### src/rtl/relu_stream_ctrl.sv
// relu_stream_ctrl: sequencer for the NPU ReLU stage. It streams cfg_len words
// from the activation buffer through the external registered ReLU unit into the
// destination buffer, and counts how many words the ReLU clamped to zero.
module relu_stream_ctrl #(
  parameter int DATA_W = 16,
  parameter int ADDR_W = 10,
  parameter int LEN_W  = 11
) (
  input  logic              CLKEXT,
  input  logic              reset,
  input  logic              start,
  input  logic [ADDR_W-1:0] cfg_src_base,
  input  logic [ADDR_W-1:0] cfg_dst_base,
  input  logic [LEN_W-1:0]  cfg_len,
  input  logic              cfg_bypass,
  output logic              busy,
  output logic              done,
  output logic [LEN_W-1:0]  neg_count,
  output logic              rd_en,
  output logic [ADDR_W-1:0] rd_addr,
  input  logic [DATA_W-1:0] rd_data,
  output logic [DATA_W-1:0] relu_data_in,
  output logic              relu_en,
  output logic              relu_bypass,
  output logic              relu_reset,
  input  logic [DATA_W-1:0] relu_out,
  output logic              wr_en,
  output logic [ADDR_W-1:0] wr_addr,
  output logic [DATA_W-1:0] wr_data
);

  typedef enum logic [1:0] {IDLE, ISSUE, DRAIN, DONE} state_t;

  state_t            state, state_next;
  logic [ADDR_W-1:0] rd_addr_q, wr_addr_q;
  logic [LEN_W-1:0]  remaining_q, neg_count_q;
  logic              bypass_q, relu_en_q, wr_en_q;
  logic              accept;

  // A command is taken only while idle; later starts and cfg changes are ignored
  assign accept = (state == IDLE) && start;

  // State register
  always_ff @(posedge CLKEXT) begin
    if (reset) state <= IDLE;
    else       state <= state_next;
  end

  // Next-state and strobe decode; DRAIN ends once the final write is on the bus
  always_comb begin
    state_next = state;
    busy       = 1'b0;
    done       = 1'b0;
    rd_en      = 1'b0;
    case (state)
      IDLE: begin
        if (start) state_next = (cfg_len == '0) ? DONE : ISSUE;
      end
      ISSUE: begin
        busy  = 1'b1;
        rd_en = 1'b1;
        if (remaining_q == LEN_W'(1)) state_next = DRAIN;
      end
      DRAIN: begin
        busy = 1'b1;
        if (wr_en_q && !relu_en_q) state_next = DONE;
      end
      DONE: begin
        done       = 1'b1;
        state_next = IDLE;
      end
      default: state_next = IDLE;
    endcase
  end

  // Command latch and read-side address/length counters
  always_ff @(posedge CLKEXT) begin
    if (reset) begin
      rd_addr_q   <= '0;
      remaining_q <= '0;
      bypass_q    <= 1'b0;
    end else if (accept) begin
      rd_addr_q   <= cfg_src_base;
      remaining_q <= cfg_len;
      bypass_q    <= cfg_bypass;
    end else if (state == ISSUE) begin
      rd_addr_q   <= rd_addr_q + ADDR_W'(1);
      remaining_q <= remaining_q - LEN_W'(1);
    end
  end

  // Strobe pipeline: read data returns one cycle later, ReLU output one more
  always_ff @(posedge CLKEXT) begin
    if (reset) begin
      relu_en_q <= 1'b0;
      wr_en_q   <= 1'b0;
    end else begin
      relu_en_q <= rd_en;
      wr_en_q   <= relu_en_q;
    end
  end

  // Destination address advances after each write, wrapping naturally
  always_ff @(posedge CLKEXT) begin
    if (reset)        wr_addr_q <= '0;
    else if (accept)  wr_addr_q <= cfg_dst_base;
    else if (wr_en_q) wr_addr_q <= wr_addr_q + ADDR_W'(1);
  end

  // Clamp counter: a negative word entering the ReLU without bypass gets zeroed
  always_ff @(posedge CLKEXT) begin
    if (reset)       neg_count_q <= '0;
    else if (accept) neg_count_q <= '0;
    else if (relu_en_q && rd_data[DATA_W-1] && !bypass_q)
      neg_count_q <= neg_count_q + LEN_W'(1);
  end

  // relu_en is masked during reset so it can never coincide with relu_reset
  assign relu_en      = relu_en_q & ~reset;
  assign relu_reset   = reset | accept;
  assign relu_bypass  = bypass_q;
  assign relu_data_in = rd_data;
  assign rd_addr      = rd_addr_q;
  assign wr_en        = wr_en_q;
  assign wr_addr      = wr_addr_q;
  assign wr_data      = relu_out;
  assign neg_count    = neg_count_q;

endmodule
### config.mk
export PLATFORM = sky130hd
export DESIGN_NAME = relu_stream_ctrl
export DESIGN_NICKNAME = d
export VERILOG_FILES = /design/src/rtl/relu_stream_ctrl.sv
export SDC_FILE = /design/constraint.sdc
export NUM_CORES = 1
export LEC_CHECK = 0
export CORE_MARGIN = 2
export CORE_UTILIZATION = 41
export CTS_BUF_LIST = sky130_fd_sc_hd__clkbuf_2
export CTS_CLUSTER_SIZE = 25
export DETAILED_ROUTE_END_ITERATION = 6
export GPL_ROUTABILITY_DRIVEN = 0
export GPL_TIMING_DRIVEN = 0
export PLACE_DENSITY = 0.86
export SKIP_CTS_REPAIR_TIMING = 1
export SYNTH_ARGS = -nofsm -noshare
export SYNTH_HDL_FRONTEND = slang
export SYNTH_SLANG_ARGS = --single-unit
### constraint.sdc
create_clock -name CLKEXT -period 2.3 [get_ports CLKEXT]
set_clock_uncertainty 0.15 [all_clocks]
set_input_delay 0.345 -clock CLKEXT [delete_from_list [all_inputs] [get_ports CLKEXT]]
set_output_delay 0.345 -clock CLKEXT [all_outputs]
set_load 0.005 [all_outputs]
==> out/qor.yml <==
pwr:
  p_leak_nw: 1.438
  powerDensity_nw_per_um2: 832.2
  total_power_w: 0.003290
  ir_drop_v: 0.0004286
final_layout:
  layout_commonest_cell: "clkdlybuf4s50_1"
  final_cells: 495
  fillerInstances: 558
  final_nets: 494
  areaGrowthSynthToFinish_pct: 49.91
  antenna_cells: 0
  drive_above_1_share_pct: 14.59
  layout_common_cells: "104 x clkdlybuf4s50_1, 45 x dfxtp_1, 42 x nor2_1, 34 x buf_4, 26 x a211oi_1"
  finalInstanceArea_um2: 3954
sta:
  hold_viol: 0
  drv_slew: 0
  setup_ws_ns: 0.1111
  finalCritPeriodShare_pct: 95.17
  rsz0062_at_grt: "false"
  maxSlewHeadroom_pct: 63.22
  finalCriticalPeriod_ns: 2.189
  fmax_mhz: 456.8
  worst_pin_slew_ns: 0.5517
  finalSetupViolations: 0
global_routing:
  grt_pass1_wl_um: 11710
  antenna_found_initial: 0
  grt_max_degree: 16
  grtUsageTotal_pct: 20.28
  grt.overflow.total: 0
  grt_pass1_vias: 2534
floorplan:
  die_area_um2: 7090
  core_um2: 6277
  dieHeight_um: 84.21
  initial_core_util_pct: 42.02
  io_pins: 137
  die_width_um: 84.21
  rows: 29
synthesis:
  syn-cell-area_um2: 2638
  ys_warn_count: 0
  netlist_instances: 303
  yosysUniqueCellTypes: 39
  ys_dominant_reg_cell: "dfxtp_1"
  synth-xor-area-share_pct: 10.63
  synthArstFlopShare_pct: 0
  synth_seq_cells: 47
  syn_area_per_cell_um2: 8.705
  synth-edff-count: 0
  yosysSeqAreaShare_pct: 35.67
  syn_nets: 380
  synth_compound_area_share_pct: 13.99
  synthAdderAreaFrac_pct: 4.744
  synth_top_family_by_area: "simple AND/OR/NAND/NOR gates"
  synthSimpleGateAreaFrac_pct: 21.96
  muxShareOfSynthArea_pct: 1.139
critical_path:
  path_depth: 4
  crit_required_ns: 1.80
  crit_type: "in -> out"
  crit_path_end: "relu_en"
  startpoint_type: "input port"
  startpoint: "reset"
  cp_data_arrival_time_ns: 1.69
  rr_endpoint: "remaining_q[7]$_SDFFE_PP0P_"
  cpPeakStageDelay_ns: 0.52
  crit_slowest_cell: "clkdlybuf4s50_1"
  critPathCaptureType: "output port"
  r2r-start: "state[1]$_SDFFE_PP0P_"
  cp_max_fo: 10
  critPathBufInv: 3
  critPathMostFrequentCell: "clkdlybuf4s50_1"
  crit_family: "buffers and inverters"
  reg2reg_depth: 6
  r2r_setup_slack_ns: 0.17
  cp_cell_sequence: "clkdlybuf4s50_1, clkbuf_2, nor2b_1, clkdlybuf4s50_1"
cts:
  cts_buffer_depth: 2
  cts_made_buffers: 5
  clkTransAtPathRegs_ns: 0.23
  clock-root-buffer: "clkbuf_2"
  worstSkewPairLatency_ns: 0.43
  clock-sinks: 47
  h-tree-depth: 2
  cts_tree: "done"
routing:
  drc: 0
  avgViaCountPerCell: 5.327
  drt-initial-drc-count: 110
  postRouteAntennaNets: 0
  dr_total_vias: 2637
  met3_length_um: 608
  met2_length_um: 3654
  wl_per_cell_um: 14.68
  wl_met1_um: 2912
  highest_layer: "met4"
  wl_um: 7268
  drt-pass1-iter-count: 4
place:
  port_buffers: 105
  place_ws_ns: -0.5005
  dp_hpwl_um: 5637
  placed_cells: 485
  place_area_um2: 3785
run_status:
  run_status: "completed"
flow_run:
  maxCapViolCount: 0
min_path:
  min_path_type: "in -> reg"
-- synthesized netlist by cell type, drive strengths merged (4+ instances only) --
master	count	area (µm²)
dfxtp	47	940.9
nor2	42	157.7
buf	33	245.2
a211oi	27	207.7
nand2	16	60.06
xnor2	16	140.1
xor2	16	140.1
clkbuf	13	48.80
nand3	11	55.05
ha	10	125.1
nand4	7	43.79
nor3	7	35.03
nor4	7	50.05
a21oi	6	30.03
a311oi	5	43.79
inv	5	18.77
o21ai	5	25.02
or3	5	31.28
nor2b	4	25.02
-- registers in the layout, summed over array words and instances, names as in the netlist --
signal,cells
neg_count,11
remaining_q,11
rd_addr,10
wr_addr,10
state,2
relu_bypass,1
relu_en_q,1
wr_en,1
-- how the worst min path moves through the flow --
stage / from / end / slack, ns / cells after the start
detailed placement: neg_count[10]$_SDFFE_PP0P_ / neg_count[10]$_SDFFE_PP0P_ / 0.34 / 2
CTS: cfg_src_base[3] / rd_addr[3]$_SDFFE_PP0P_ / 0.30 / 3
global placement: neg_count[10]$_SDFFE_PP0P_ / neg_count[10]$_SDFFE_PP0P_ / 0.33 / 2
finish: cfg_src_base[3] / rd_addr[3]$_SDFFE_PP0P_ / 0.33 / 3
floorplan: relu_bypass$_SDFFE_PP0P_ / relu_bypass$_SDFFE_PP0P_ / 0.32 / 2
global route: cfg_src_base[1] / rd_addr[1]$_SDFFE_PP0P_ / 0.28 / 3
-- through the flow --
step | hold WS [ns] | TNS, ns | util (%)
CTS | 0.3023 | -0.8128 | 61.77
global route | 0.2807 | 0 | 62.99
global placement | 0.3263 | -0.4924 | 60.30
detailed placement | 0.3384 | -0.5005 | 60.30
finish | 0.3346 | 0 | 62.99
floorplan | 0.3189 | 0 | -
-- power breakdown --
group	leakage [nW]	switching, W	internal (W)
clock network	0.0492	0.000276	0.000291
logic	1.00	0.000646	0.000799
registers	0.388	0.000256	0.00102
-- per-layer routing --
metal	global-route usage, %	vias to the layer above
met1	24.16	1232
met5	0	-
met2	35.57	127
li1	-	1268
met3	6.096	10
met4	5.279	0
-- worst register-to-register path, stage by stage, from the launching register on --
cell and delay, ns:
dfxtp_4 0.41, inv_2 0.09, ha_2 0.25, or4b_4 0.53, nor4b_2 0.31, xnor2_1 0.12, a211oi_2 0.21
-- cell type report --
cell class	count	area (µm²)	share of cell area, %
Clock buffer	5	25.02	0.6329
Multi-Input combinational cell	205	1423	35.98
Clock inverter	3	67.56	1.709
Tap cell	77	96.34	2.437
Buffer	46	306.5	7.753
Sequential cell	47	948.4	23.99
Timing Repair Buffer	107	1069	27.03
Inverter	5	18.77	0.4747
-- kinds of logic after synthesis --
kind of cell,Yosys count
mux,3
simple gates,112
xor+xnor,32
buf+inv,51
compound gates,48
fa+ha+maj,10
flops,47
Power figures use the tool's default switching activity.
